$ cat src/rtl/pcie_bar_csr_responder.sv
// BAR0 CSR responder for the PCIe HIP Avalon-MM master: ID, scratch, control, EMIF status, uptime, LED, doorbell IRQ.
// Optional interrupt path (DOORBELL/IRQ_STATUS, irq output) is built only when CSR_IRQ_EN is defined.
module pcie_bar_csr_responder #(
  parameter int          ADDR_W      = 6,
  parameter int          RD_LATENCY  = 2,
  parameter logic [31:0] ID_VALUE    = 32'hA10D_3008,
  parameter int          HB_BIT      = 23,
  parameter logic [63:0] UPTIME_INIT = 64'd0
) (
  input  logic              core_clkout,
  input  logic              perstn_perstn,
  input  logic [ADDR_W-1:0] avs_address,
  input  logic              avs_read,
  input  logic              avs_write,
  input  logic [31:0]       avs_writedata,
  input  logic [3:0]        avs_byteenable,
  output logic              avs_waitrequest,
  output logic [31:0]       avs_readdata,
  output logic              avs_readdatavalid,
  input  logic              emif_cal_success,
  input  logic              emif_cal_fail,
  output logic              led_alive,
  output logic              irq
);

  logic [1:0] rst_sync;
  logic       rst_n;

  always_ff @(posedge core_clkout or negedge perstn_perstn)
    if (!perstn_perstn) rst_sync <= 2'b00;
    else                rst_sync <= {rst_sync[0], 1'b1};

  assign rst_n = rst_sync[1];

  // Hold off the host for two cycles after the synchronised release.
  logic [1:0] wait_pipe;
  always_ff @(posedge core_clkout or negedge rst_n)
    if (!rst_n) wait_pipe <= 2'b00;
    else        wait_pipe <= {wait_pipe[0], 1'b1};

  assign avs_waitrequest = ~wait_pipe[1];

  logic wr_acc, rd_acc;
  assign wr_acc = avs_write & ~avs_waitrequest;
  assign rd_acc = avs_read & ~avs_write & ~avs_waitrequest;

  logic [1:0] ok_sync, fail_sync;
  always_ff @(posedge core_clkout or negedge rst_n)
    if (!rst_n) begin
      ok_sync   <= 2'b00;
      fail_sync <= 2'b00;
    end else begin
      ok_sync   <= {ok_sync[0], emif_cal_success};
      fail_sync <= {fail_sync[0], emif_cal_fail};
    end

  logic [63:0] uptime;
  logic [31:0] uptime_hi_shadow;
  logic        led_q;
  always_ff @(posedge core_clkout or negedge rst_n)
    if (!rst_n) begin
      uptime           <= UPTIME_INIT;
      uptime_hi_shadow <= 32'd0;
      led_q            <= 1'b0;
    end else begin
      uptime <= uptime + 64'd1;
      led_q  <= uptime[HB_BIT];
      // HI is latched from the same counter value that LO returns.
      if (rd_acc && avs_address == ADDR_W'(4)) uptime_hi_shadow <= uptime[63:32];
    end

  assign led_alive = led_q;

  logic [31:0] scratch;
  logic        irq_en;
  always_ff @(posedge core_clkout or negedge rst_n)
    if (!rst_n) begin
      scratch <= 32'd0;
      irq_en  <= 1'b0;
    end else if (wr_acc) begin
      if (avs_address == ADDR_W'(1))
        for (int b = 0; b < 4; b++)
          if (avs_byteenable[b]) scratch[8*b +: 8] <= avs_writedata[8*b +: 8];
      if (avs_address == ADDR_W'(2) && avs_byteenable[0]) irq_en <= avs_writedata[0];
    end

`ifdef CSR_IRQ_EN
  logic [1:0] irq_sts, sts_set, sts_clr;
  logic       fail_d, irq_q;

  always_comb begin
    sts_set    = 2'b00;
    sts_clr    = 2'b00;
    sts_set[0] = wr_acc && avs_address == ADDR_W'(6) && avs_byteenable[0] && avs_writedata[0];
    sts_set[1] = fail_sync[1] & ~fail_d;
    if (wr_acc && avs_address == ADDR_W'(7) && avs_byteenable[0]) sts_clr = avs_writedata[1:0];
  end

  // Set wins over a same-cycle W1C so no event is lost.
  always_ff @(posedge core_clkout or negedge rst_n)
    if (!rst_n) begin
      irq_sts <= 2'b00;
      fail_d  <= 1'b0;
      irq_q   <= 1'b0;
    end else begin
      irq_sts <= (irq_sts & ~sts_clr) | sts_set;
      fail_d  <= fail_sync[1];
      irq_q   <= irq_en & |irq_sts;
    end

  assign irq = irq_q;
`else
  assign irq = 1'b0;
`endif

  logic [31:0] rd_data;
  always_comb begin
    rd_data = 32'hDEAD_BEEF;
    case (int'(avs_address))
      0: rd_data = ID_VALUE;
      1: rd_data = scratch;
      2: rd_data = {31'd0, irq_en};
      3: rd_data = {30'd0, fail_sync[1], ok_sync[1]};
      4: rd_data = uptime[31:0];
      5: rd_data = uptime_hi_shadow;
      6: rd_data = 32'd0;
`ifdef CSR_IRQ_EN
      7: rd_data = {30'd0, irq_sts};
`else
      7: rd_data = 32'd0;
`endif
      default: ;
    endcase
  end

  // Stage 0 is the accept cycle; data is frozen there and walks with its valid bit.
  logic [RD_LATENCY:0]       vld_pipe;
  logic [RD_LATENCY:1]       vld_q;
  logic [RD_LATENCY:0][31:0] dat_pipe;
  logic [RD_LATENCY:1][31:0] dat_q;

  assign vld_pipe = {vld_q, rd_acc};
  assign dat_pipe = {dat_q, rd_data};

  always_ff @(posedge core_clkout or negedge rst_n)
    if (!rst_n) begin
      vld_q <= '0;
      dat_q <= '0;
    end else begin
      vld_q <= vld_pipe[RD_LATENCY-1:0];
      dat_q <= dat_pipe[RD_LATENCY-1:0];
    end

  assign avs_readdatavalid = vld_pipe[RD_LATENCY];
  assign avs_readdata      = dat_pipe[RD_LATENCY];

endmodule

$ cat config.mk
export PLATFORM = sky130hd
export DESIGN_NAME = pcie_bar_csr_responder
export DESIGN_NICKNAME = d
export VERILOG_FILES = /design/src/rtl/pcie_bar_csr_responder.sv
export SDC_FILE = /design/constraint.sdc
export NUM_CORES = 1
export LEC_CHECK = 0
export BUFFER_PORTS_ARGS = -buffer_cell sky130_fd_sc_hd__buf_2
export CORE_ASPECT_RATIO = 1.1
export CORE_UTILIZATION = 55
export CTS_CLUSTER_SIZE = 16
export DETAILED_ROUTE_END_ITERATION = 16
export GPL_ROUTABILITY_DRIVEN = 0
export PLACE_DENSITY = 0.75
export SLEW_MARGIN = 20
export SYNTH_ARGS = -nofsm -noshare
export SYNTH_HDL_FRONTEND = slang
export SYNTH_SLANG_ARGS = --single-unit
$ cat constraint.sdc
create_clock -name core_clkout -period 10.2 [get_ports core_clkout]
set_input_delay 2.04 -clock core_clkout [delete_from_list [all_inputs] [get_ports core_clkout]]
set_output_delay 2.04 -clock core_clkout [all_outputs]
set_load 0.01 [all_outputs]
; Yosys cells after proc, flatten, opt, wreduce, memory -nomap -nowiden
; Cells that the tools add are included.
[word_totals]
ff_bits = 204
latch_bits = 0
mem_bits_rw = 0
romBits = 0
inputBits = 48
output_inout_bits = 36
word_cells = 38
mem_count = 0
[classes]
addsub = 1
mul = 0
n_div = 0
n_lt_le_gt_ge = 0
n_eq_ne = 7
shift = 0
n_mux = 1
bitwise = 5
reduce_logical = 9
[ops]
columns = cell, n
row1 = one-hot mux 32 bit (7 select lines), 1
row2 = adder 64 x 1 -> 64 bit (second input constant), 1
row3 = == test 6 x 3 -> 1 bit (second input constant), 4
row4 = == test 6 x 2 -> 1 bit (second input constant), 2
row5 = AND reduction 3 bit, 4
row6 = == test 6 x 1 -> 1 bit (second input constant), 1
row7 = zero test 6 bit, 1
row8 = AND 1 bit, 3
row9 = logical AND 1 bit, 2
row10 = NOT 1 bit, 2
row11 = AND reduction 2 bit, 1
row12 = OR reduction 2 bit, 1

; Longest topological paths before layout
; Gate-level depths: netlist (run 1).
[logic_depth]
ltp_word = 4
mapped_depth = 7
mapped_depth_nobuf = 6

; Least setup slack after synthesis (run 1)
; Ideal clock, no wire load.
[synth_timing]
path_kind = input-to-reg
from = in avs_address[1]
to = reg uptime_hi_shadow[10]
setup_ns = 0.125
arrival_time_ns = 3.237
slack_ns = 6.838
cell_stages = 5
n_path_buf = 2
cell_sequence = clkbuf_1 nor4_2 nand4_2 buf_2 mux2_2
[synth_between]
elab_chain_len = 2
[synth_rtl]
columns = item, line
row1 = start: declaration, 12  ; input logic [ADDR_W-1:0] avs_address,
row2 = == test 6 x 3 -> 1 bit, 69  ; if (rd_acc && avs_address == ADDR_W'(4)) uptime_hi_shadow <= uptime[63:32];
row3 = logical AND 1 bit, 69
row4 = end signal: assignment, 69
row5 = end: declaration, 58  ; logic [31:0] uptime_hi_shadow;
; No other way between the ends.
; A chain may end at the register's enable or synchronous reset.

; Worst setup path in the final report (run 1)
[layout_timing]
from = in avs_address[0]
to = reg scratch[28]
[layout_between]
elab_chain_len = 2
[layout_rtl]
columns = item, line
row1 = == test 6 x 1 -> 1 bit, 81  ; if (avs_address == ADDR_W'(1))
row2 = AND reduction 3 bit (no source line), -
row3 = end signal: indexed assignment, 83  ; if (avs_byteenable[b]) scratch[8*b +: 8] <= avs_writedata[8*b +: 8];
row4 = end: declaration, 74  ; logic [31:0] scratch;
; No other way between the ends.

==> results.ini, run 1 <==
[outcome]
status=completed

[floorplan]
die_h_um=132
io_pins=84
start_util_pct=56.5
dieArea_um2=16000
die_w_um=121
core.rowCount=47
core_um2=15100

[route]
drt-initial-drc-count=398
firstDrtPassIters=5
post-route-drc-count=0
drt-total-wl_um=17500
wl_per_cell_um=18.4
vias_per_cell=5.70
ant_nets=0
via_count=5407

[setup_path]
cp-end-kind=flip-flop
r2r_start=uptime[2]$_DFF_PN0_
required_ps=10570
cp.arrival_ps=4440
start_kind=input port
cp_max_fo=26
r2r_end=uptime[51]$_DFF_PN0_
cp_slowest_cell=nor2b_2
cpPeakStageDelay_ps=950
reg2reg_depth=5
crit_type=in2reg
r2r_slack_ps=7900
path_cells=buf_2 -> nor2b_2 -> nand3_1 -> nor2_4 -> nand2_2 -> mux2_1
timing.critical_path.from=avs_address[0]

[finish]
nets=789
num_antenna_cells=0
area_growth_pct=12.5
most-common-layout-cells=dfrtp_1 (203), buf_2 (82), mux2_2 (62), nand2_1 (60), xor2_1 (36)
final_common_cell=dfrtp_1
num-fill-cells=1144
drive_gt1_share_pct=28.8

[placement]
post-place-ws_ps=5630
hpwlAfterDp_um=12400
io_buffers=82

[sta]
grt_setup_unrepaired=false
slew_violations=0
max_freq_mhz=246
setup_viol=0
fin_skew_ps=14.9
period_minus_slack_ps=4070
hold_viol=0
finalCritPeriodShare_pct=39.9
post-route-worst-setup-slack_ps=6130
fin_tns_setup_ps=0
worst_pin_slew_ps=1060
relSlewSlack_pct=28.9

[cts]
cts_buffer_depth=3
clock_latency_ps=490
h-tree-depth=1
root_buffer=clkbuf_16
cts-buffers-inserted=20
clk_pin_slew_ps=60
cts_setup_buffers=0
cts_tree=done
clock-sinks=204
hold_buffers=0
cts_resized=0

[yosys]
async_flop_share_pct=100
avgSynthCellArea_um2=12.4
synth-main-ff-cell=dfrtp_1
synth_area_um2=8510
ys_types=46
ys_seq_area_share_pct=60.0
synth_edf_count=0
netlist_instances=688
synth-seq-cells=204
yosysWarnings=0

[global_route]
track_usage_pct=22.9
grt_pass1_wl_um=28600
grt_overflow=0
grt_pass1_vias=5569
grt_start_max_net_pins=91
antenna_found_initial=0

[power_and_ir_drop]
p_per_area_nw_per_um2=174
leakagePower_nw=4.40
finalPower_mw=1.66
vdd_drop_max_uv=119

[job]
drv_cap=0

[hold_path]
hp-class=reg2async

## synthesized netlist by cell type (3+ instances only)
library cell / n / area [um^2]
a22oi_1: 22 / 165
nand2_2: 4 / 25.0
nand2_1: 60 / 225
xnor2_1: 26 / 228
buf_1: 3 / 11.3
clkbuf_1: 16 / 60.1
nand4_1: 19 / 119
nand3_1: 25 / 125
dfrtp_1: 204 / 5100
o21ai_0: 10 / 50.1
nor4_1: 9 / 56.3
a21oi_1: 14 / 70.1
mux2_2: 62 / 698
nand4_2: 5 / 62.6
o211ai_1: 23 / 173
buf_4: 33 / 248
nor3_2: 6 / 60.1
buf_2: 3 / 15.0
xor2_1: 36 / 315
inv_1: 22 / 82.6
nor4_2: 6 / 75.1
mux2i_1: 4 / 40.0
nor3_1: 13 / 65.1
nor2_1: 32 / 120
## worst max path at each step
stage / to / slack (ps) / depth (start not counted)
floorplan: avs_readdata[0]$_DFF_PN0_ / 4090 / 0
global placement: scratch[27]$_DFFE_PN0P_ / 5740 / 6
detailed placement: scratch[28]$_DFFE_PN0P_ / 5630 / 6
CTS: scratch[28]$_DFFE_PN0P_ / 6150 / 6
global route: scratch[27]$_DFFE_PN0P_ / 5940 / 6
finish: scratch[28]$_DFFE_PN0P_ / 6130 / 6
## metal layers
metal | wire [um] | track usage, %
met1 | 7460 | 31.6
met2 | 8540 | 37.4
met3 | 1120 | 4.14
met4 | 364 | 6.17
met5 | 0 | 0
## state kept, by name, summed over array words and instances (netlist names)
signal	cells
uptime	64
avs_readdata	32
dat_pipe	32
scratch	32
uptime_hi_shadow	32
fail_sync	2
ok_sync	2
rst_sync	2
vld_q	2
wait_pipe	2
irq_en	1
led_alive	1
## kinds of logic after synthesis
logic type	synth area share (%)
AOI/OAI and AO/OA	5.66
xor gates and xnor gates	6.38
adders and majority gates	0.147
buffers and inverters	5.21
DFF	60.0
muxes	8.94
other	0.0883
and+or+nand+nor	13.6
## area by class of cell
type	count	area, um^2	area share (%)
timing repair buffer	86	444	4.64
clock inverter	5	75.1	0.784
inverter	23	86.3	0.902
sequential	204	5110	53.4
clock buffer	30	639	6.68
multi-input combinational	405	2970	31.0
tap	196	245	2.56
## report_power, final
part / total, mW / switching, mW / internal, mW
registers: 0.835 / 0.0100 / 0.825
logic: 0.0538 / 0.0343 / 0.0195
clock network: 0.772 / 0.290 / 0.482
total: 1.66 / 0.334 / 1.33
## critical path: cells and delay by family
| family | cells | cell delay (ps) |
|---|---|---|
| buffers and inverters | 1 | 380 |
| muxes | 1 | 360 |
| and+or+nand+nor | 4 | 1650 |
## stage by stage
step                      hold WS [ps]  cells  util (%)  cell area (um^2)
after floorplan                    331    689         -              8510
final                              343    949      63.6              9570
after CTS                          349    949      63.5              9560
after detailed placement           335    914      58.8              8850
after global routing               353    949      63.6              9570
after global placement             332    914      58.8              8850
Note: power is estimated with default switching activity, not from simulation.
==> run 2: changes to the inputs <==
- clock period: 10.2 -> 3.8 ns (I/O delays scaled with it)
==> run 2 against run 1 <==
Net effect:
- utilization shrank 0.45 points
- highest routed layer unchanged
- routed wire length is 1.8% higher
- via count increased by 0.55%
- global-route usage up 0.36 points
- die area is the same
- sequential power rose to 2.7 times the previous value
- cell count fell by 0.11%
==> results.ini, run 2 (synthesis results as in run 1) <==
[outcome]
status=completed

[floorplan]
core.rowCount=47  ; unchanged
die_w_um=121  ; unchanged
io_pins=84  ; unchanged
die_h_um=132  ; unchanged
dieArea_um2=16000  ; unchanged
start_util_pct=56.5  ; unchanged
core_um2=15100  ; unchanged

[global_route]
grt_pass1_wl_um=29200  ; +2.3%
use_met2_pct=37.5  ; +0.16 points
antenna_found_initial=0  ; unchanged
busiest_layer=met2
grt_use_met1_pct=32.7  ; +1.1 points
grtUsageMet3_pct=3.15  ; -0.99 points
track_usage_pct=23.2  ; +0.36 points
grt_start_max_net_pins=94  ; +3.3%
grt_pass1_vias=5562  ; -0.13%
grt_overflow=0  ; unchanged

[power_and_ir_drop]
vdd_drop_max_uv=258  ; +120%
pwr-share-clk_pct=43.6  ; -2.9 points
switchingPower_mw=0.893  ; +170%
finalPower_mw=4.24  ; +160%
power_frac_comb_pct=3.4  ; +0.2 points
p_sw_share_pct=21.1  ; +0.91 points
internal_power_mw=3.35  ; +150%
leakagePower_nw=4.35  ; -1.1%
p_per_area_nw_per_um2=446  ; +160%
seq_power_share_pct=53.0  ; +2.7 points

[finish]
nets=794  ; +0.63%
finalInstanceArea_um2=9500  ; -0.71%
fin_cells=948  ; -0.11%
num-fill-cells=1115  ; -2.5%
area_growth_pct=11.7
largest_reg_flops=64  ; unchanged
drive_gt1_share_pct=28.1  ; -0.76 points
final_common_cell=dfrtp_1
num_antenna_cells=0  ; unchanged
most-common-layout-cells=dfrtp_1 (203), buf_2 (82), mux2_2 (62), nand2_1 (60), xor2_1 (36)
largest_register=uptime

[cts]
cts_tree=done
h-tree-depth=1  ; unchanged
cts_setup_buffers=0  ; unchanged
clk_pin_slew_ps=60  ; about the same
clock_latency_ps=490  ; about the same
cts_resized=0  ; unchanged
cts_buffer_depth=3  ; unchanged
hold_buffers=0  ; unchanged
root_buffer=clkbuf_16
clock-sinks=204  ; unchanged
cts-buffers-inserted=21  ; +5.0%

[sta]
period_minus_slack_ps=2310
max_freq_mhz=433
fin_tns_setup_ps=0  ; unchanged
relSlewSlack_pct=37.9  ; +9.0 points
finalCritPeriodShare_pct=60.8
post-route-worst-setup-slack_ps=1490  ; -4640 ps
hold_viol=0  ; unchanged
slew_violations=0  ; unchanged
worst_pin_slew_ps=931  ; -130 ps
fin_skew_ps=7.70  ; -7.17 ps
grt_setup_unrepaired=false
setup_viol=0  ; unchanged

[setup_path]
cp_top_family=simple AND/OR/NAND/NOR gates
cp_slowest_cell=dfrtp_1
start_kind=flip-flop
crit_type=reg2reg
path_cells=ha_1 -> nand3_1 -> nor3_4 -> nand3_4 -> nor4b_2 -> xor2_1
cpPeakStageDelay_ps=440  ; -510 ps
r2r_start=uptime[0]$_DFF_PN0_
required_ps=4210  ; -6360 ps
cp.arrival_ps=2720  ; -1720 ps
r2r_end=uptime[56]$_DFF_PN0_
cp_max_fo=15  ; -42%
cp-end-kind=flip-flop
cp_num_buf_inv=0  ; -1
reg2reg_depth=6  ; +1
r2r_slack_ps=1490  ; -6410 ps

[route]
drt-initial-drc-count=489  ; +23%
post-route-drc-count=0  ; unchanged
wl_per_cell_um=18.8  ; +1.9%
ant_nets=0  ; unchanged
vias_per_cell=5.74  ; +0.66%
firstDrtPassIters=5  ; unchanged
drt-total-wl_um=17800  ; +1.8%
via_count=5437  ; +0.55%

[placement]
io_buffers=82  ; unchanged
dp.cells=918  ; +0.44%
hpwlAfterDp_um=12100  ; -2.7%
placed_area_um2=8890  ; +0.45%
post-place-ws_ps=763  ; -4870 ps

[hold_path]
hp-class=in2async

[job]
drv_cap=0  ; unchanged

run 2: changes by cell type in the layout (fill, tap and decap cells not counted), moves of 2 or more:
cell	delta
buf_4	+4
clkbuf_8	-4
clkbuf_1	+3
clkinv_2	-3
bufinv_16	-2
run 2: how the worst max path moves through the flow:
stage,startpoint,end,slack (ps),cells after the start
final,uptime[0]$_DFF_PN0_,uptime[56]$_DFF_PN0_,1490,6
after global routing,uptime[12]$_DFF_PN0_,uptime[53]$_DFF_PN0_,1350,5
after CTS,avs_address[3],uptime_hi_shadow[27]$_DFFE_PN0P_,1270,6
after detailed placement,avs_address[3],uptime_hi_shadow[27]$_DFFE_PN0P_,760,6
after global placement,avs_address[3],uptime_hi_shadow[27]$_DFFE_PN0P_,880,6
after floorplan,rst_sync[1]$_DFF_PN0_,avs_readdata[0]$_DFF_PN0_,440,0
run 2: per-stage QoR:
stage	utilization, %	hold WS [ps]
2_1_floorplan	-	331
3_3_place_gp	59.1	332
3_5_place_dp	59.1	335
4_1_cts	63.1	32.3
5_1_grt	63.1	34.1
6_report	63.1	41.1
run 2: cell type report:
class | instances | area, um^2 | area share [%]
clock buffer | 29 | 596 | 6.27
clock inverter | 1 | 8.76 | 0.0922
inverter | 23 | 86.3 | 0.908
multi-input combinational | 405 | 2980 | 31.3
sequential | 204 | 5110 | 53.8
tap | 196 | 245 | 2.58
timing repair buffer | 90 | 483 | 5.08
run 2: layer usage:
| layer | vias to the layer above | share of wire, % |
|---|---|---|
| met2 | 200 | 49 |
| li1 | 2464 | - |
| met3 | 31 | 5.8 |
| met5 | - | 0 |
| met4 | 0 | 2.2 |
| met1 | 2742 | 43 |
run 2: power groups by stage:
stage / Sequential, mW / Clock [mW] / Combinational (mW)
6_report: 2.25 / 1.85 / 0.146
3_3_place_gp: 2.28 / 0 / 0.142
2_1_floorplan: 2.29 / 0 / 0.0770
4_1_cts: 2.25 / 1.88 / 0.147
3_5_place_dp: 2.29 / 0 / 0.146
5_1_grt: 2.25 / 1.96 / 0.161
==> run 3: changes to the inputs <==
- CORE_UTILIZATION: 55 -> 53
- PLACE_DENSITY: 0.75 -> 0.76
- clock period: 3.8 -> 1.9 ns (I/O delays scaled with it)
==> run 3 against run 2 <==
Net effect:
- the run now ends with negative setup slack left
- total power rose by 100%
- via count rose by 5.0%
- sequential power rose by 99%
- first-iteration DRC count fell by 14%
- maximum frequency rose by 21%
- global-route usage rose by 0.50 points
- register-to-register slack got worse by 1500 ps
- cell count rose by 7.7%
- utilization rose by 1.8 points
- non-clock buffer count rose by 65
- clock skew rose by 4.0 ps
- largest power group unchanged
==> results.ini, run 3 (synthesis results as in run 1) <==
[outcome]
status=complete, but fails checks
failed_checks=negative setup slack

[finish]
largest_reg_flops=64  ; unchanged
final_common_cell=dfrtp_1
fin_cells=1021  ; +7.7%
most-common-layout-cells=dfrtp_1 (201), buf_2 (82), buf_4 (63), mux2_2 (62), nand2_1 (60)
drive_gt1_share_pct=35.2  ; +7.1 points
regArea_um2=5110  ; about the same
largest_register=uptime
nets=859  ; +8.2%
area_growth_pct=19.6
num-fill-cells=1086  ; -2.6%
multi_input_comb_area_um2=3030  ; +2.0%
num_antenna_cells=0  ; unchanged

[floorplan]
start_util_pct=54.3  ; -2.2 points
core_um2=15700  ; +4.1%
core.rowCount=48  ; +2.1%
die_w_um=123  ; +1.8%
io_pins=84  ; unchanged
dieArea_um2=16600  ; +3.7%
die_h_um=135  ; +1.8%

[sta]
setup_viol=1  ; +1
fin_skew_ps=11.7  ; +4.04 ps
post-route-worst-setup-slack_ps=-6.90  ; -1500 ps
grt_setup_unrepaired=true
relSlewSlack_pct=63.7  ; +26 points
max_freq_mhz=524  ; +21%
slew_violations=0  ; unchanged
hold_viol=0  ; unchanged
period_minus_slack_ps=1910  ; -402 ps
worst_pin_slew_ps=545  ; -386 ps
finalCritPeriodShare_pct=100  ; +40 points

[setup_path]
start_kind=flip-flop
cp_slowest_cell=dfrtp_1
path_cells=nand3_1 -> nor4_1 -> buf_4 -> nand4_1 -> nor3_2 -> xor2_1
cp-end-kind=flip-flop
required_ps=2320  ; -1890 ps
crit_type=reg2reg
cp.arrival_ps=2320  ; -400 ps
cp_max_fo=6  ; -9
cpPeakStageDelay_ps=450  ; about the same

[route]
firstDrtPassIters=5  ; unchanged
ant_nets=0  ; unchanged
wl_per_cell_um=18.7  ; -0.30%
drt-initial-drc-count=419  ; -14%
vias_per_cell=5.59  ; -2.5%
post-route-drc-count=0  ; unchanged
drt-total-wl_um=19100  ; +7.4%
via_count=5708  ; +5.0%

[cts]
cts_buffer_depth=3  ; unchanged
root_buffer=clkbuf_16
clock-sinks=204  ; unchanged
cts_tree=done
clock_latency_ps=500  ; about the same
cts-buffers-inserted=21  ; unchanged
clk_pin_slew_ps=60  ; about the same
h-tree-depth=1  ; unchanged

[power_and_ir_drop]
finalPower_mw=8.68  ; +100%
p_per_area_nw_per_um2=853  ; +91%
vdd_drop_max_uv=487  ; +89%
leakagePower_nw=4.75  ; +9.0%

[job]
drv_cap=0  ; unchanged

[placement]
dp.cells=978  ; +6.5%
hpwlAfterDp_um=13400  ; +11%
io_buffers=82  ; unchanged

[global_route]
grt_start_max_net_pins=48  ; -49%
grt_overflow=0  ; unchanged
track_usage_pct=23.7  ; +0.50 points
grt_pass1_vias=6038  ; +8.6%
antenna_found_initial=0  ; unchanged
grt_pass1_wl_um=30300  ; +3.6%

[hold_path]
hp-class=in2reg

-- run 3: changes by cell type in the layout (fill, tap and decap cells not counted), sizes merged --
cell	delta
buf	+62
clkinv	+4
dlygate4sd3	+3
bufinv	+1
inv	-1
-- run 3: where the power goes --
group	total (mW)	switching (mW)	internal, mW
logic	0.332	0.199	0.133
registers	4.48	0.0502	4.43
clock network	3.87	1.59	2.27
-- run 3: per-stage QoR --
step / hold slack, ps / cell area [um^2] / util (%) / worst slack (ps) / setup TNS (ps)
after global routing: 84.6 / 10200 / 64.9 / -112 / -552
after floorplan: 84.4 / 8520 / - / -179 / -36130
after detailed placement: 168 / 9380 / 59.8 / 53.5 / 0
after CTS: 88.3 / 10000 / 64.1 / 9.82 / 0
after global placement: 166 / 9380 / 59.8 / 71.8 / 0
final: 96.1 / 10200 / 64.9 / -6.90 / -6.90
-- run 3: final cells by class --
cell class / instances / area share (%)
sequential: 204 / 50.2
tap: 200 / 2.46
multi-input combinational: 405 / 29.8
timing repair buffer: 155 / 10.4
clock buffer: 29 / 5.76
inverter: 23 / 0.848
clock inverter: 5 / 0.529
-- run 3: path summary, 6_finish.rpt --
path,startpoint,endpoint,slack [ps],depth (start not counted)
worst max-delay path,uptime[24]$_DFF_PN0_,uptime[53]$_DFF_PN0_,-7,6
worst min-delay path,avs_writedata[28],scratch[28]$_DFFE_PN0P_,100,2
worst max register to register,uptime[24]$_DFF_PN0_,uptime[53]$_DFF_PN0_,-7,6
worst min register to register,rst_sync[1]$_DFF_PN0_,uptime_hi_shadow[7]$_DFFE_PN0P_,310,0
max in group asynchronous,rst_sync[1]$_DFF_PN0_,uptime[10]$_DFF_PN0_,950,1
min in group asynchronous,perstn_perstn,rst_sync[1]$_DFF_PN0_,200,2
-- run 3: timing repair --
| item | CTS | global route |
|---|---|---|
| gates resized for setup | 0 | 16 |
| hold buffers | 3 | 0 |
| endpoints found under the hold margin | 4 | 0 |
| buffers inserted | 0 | 6 |
| endpoints found under the setup margin | 0 | 19 |
-- run 3: worst max-delay path: cells and delay by family (launching register included) --
kind	cells	cell delay, ps
flops	1	450
simple gates	4	1030
buf+inv	1	190
xor+xnor	1	170
-- run 3: metal layers --
metal  GRT usage (%)  share of wire [%]
met5               0                  0
met4            7.32                2.1
met3            3.17                5.8
met1            31.4                 42
met2            40.4                 50
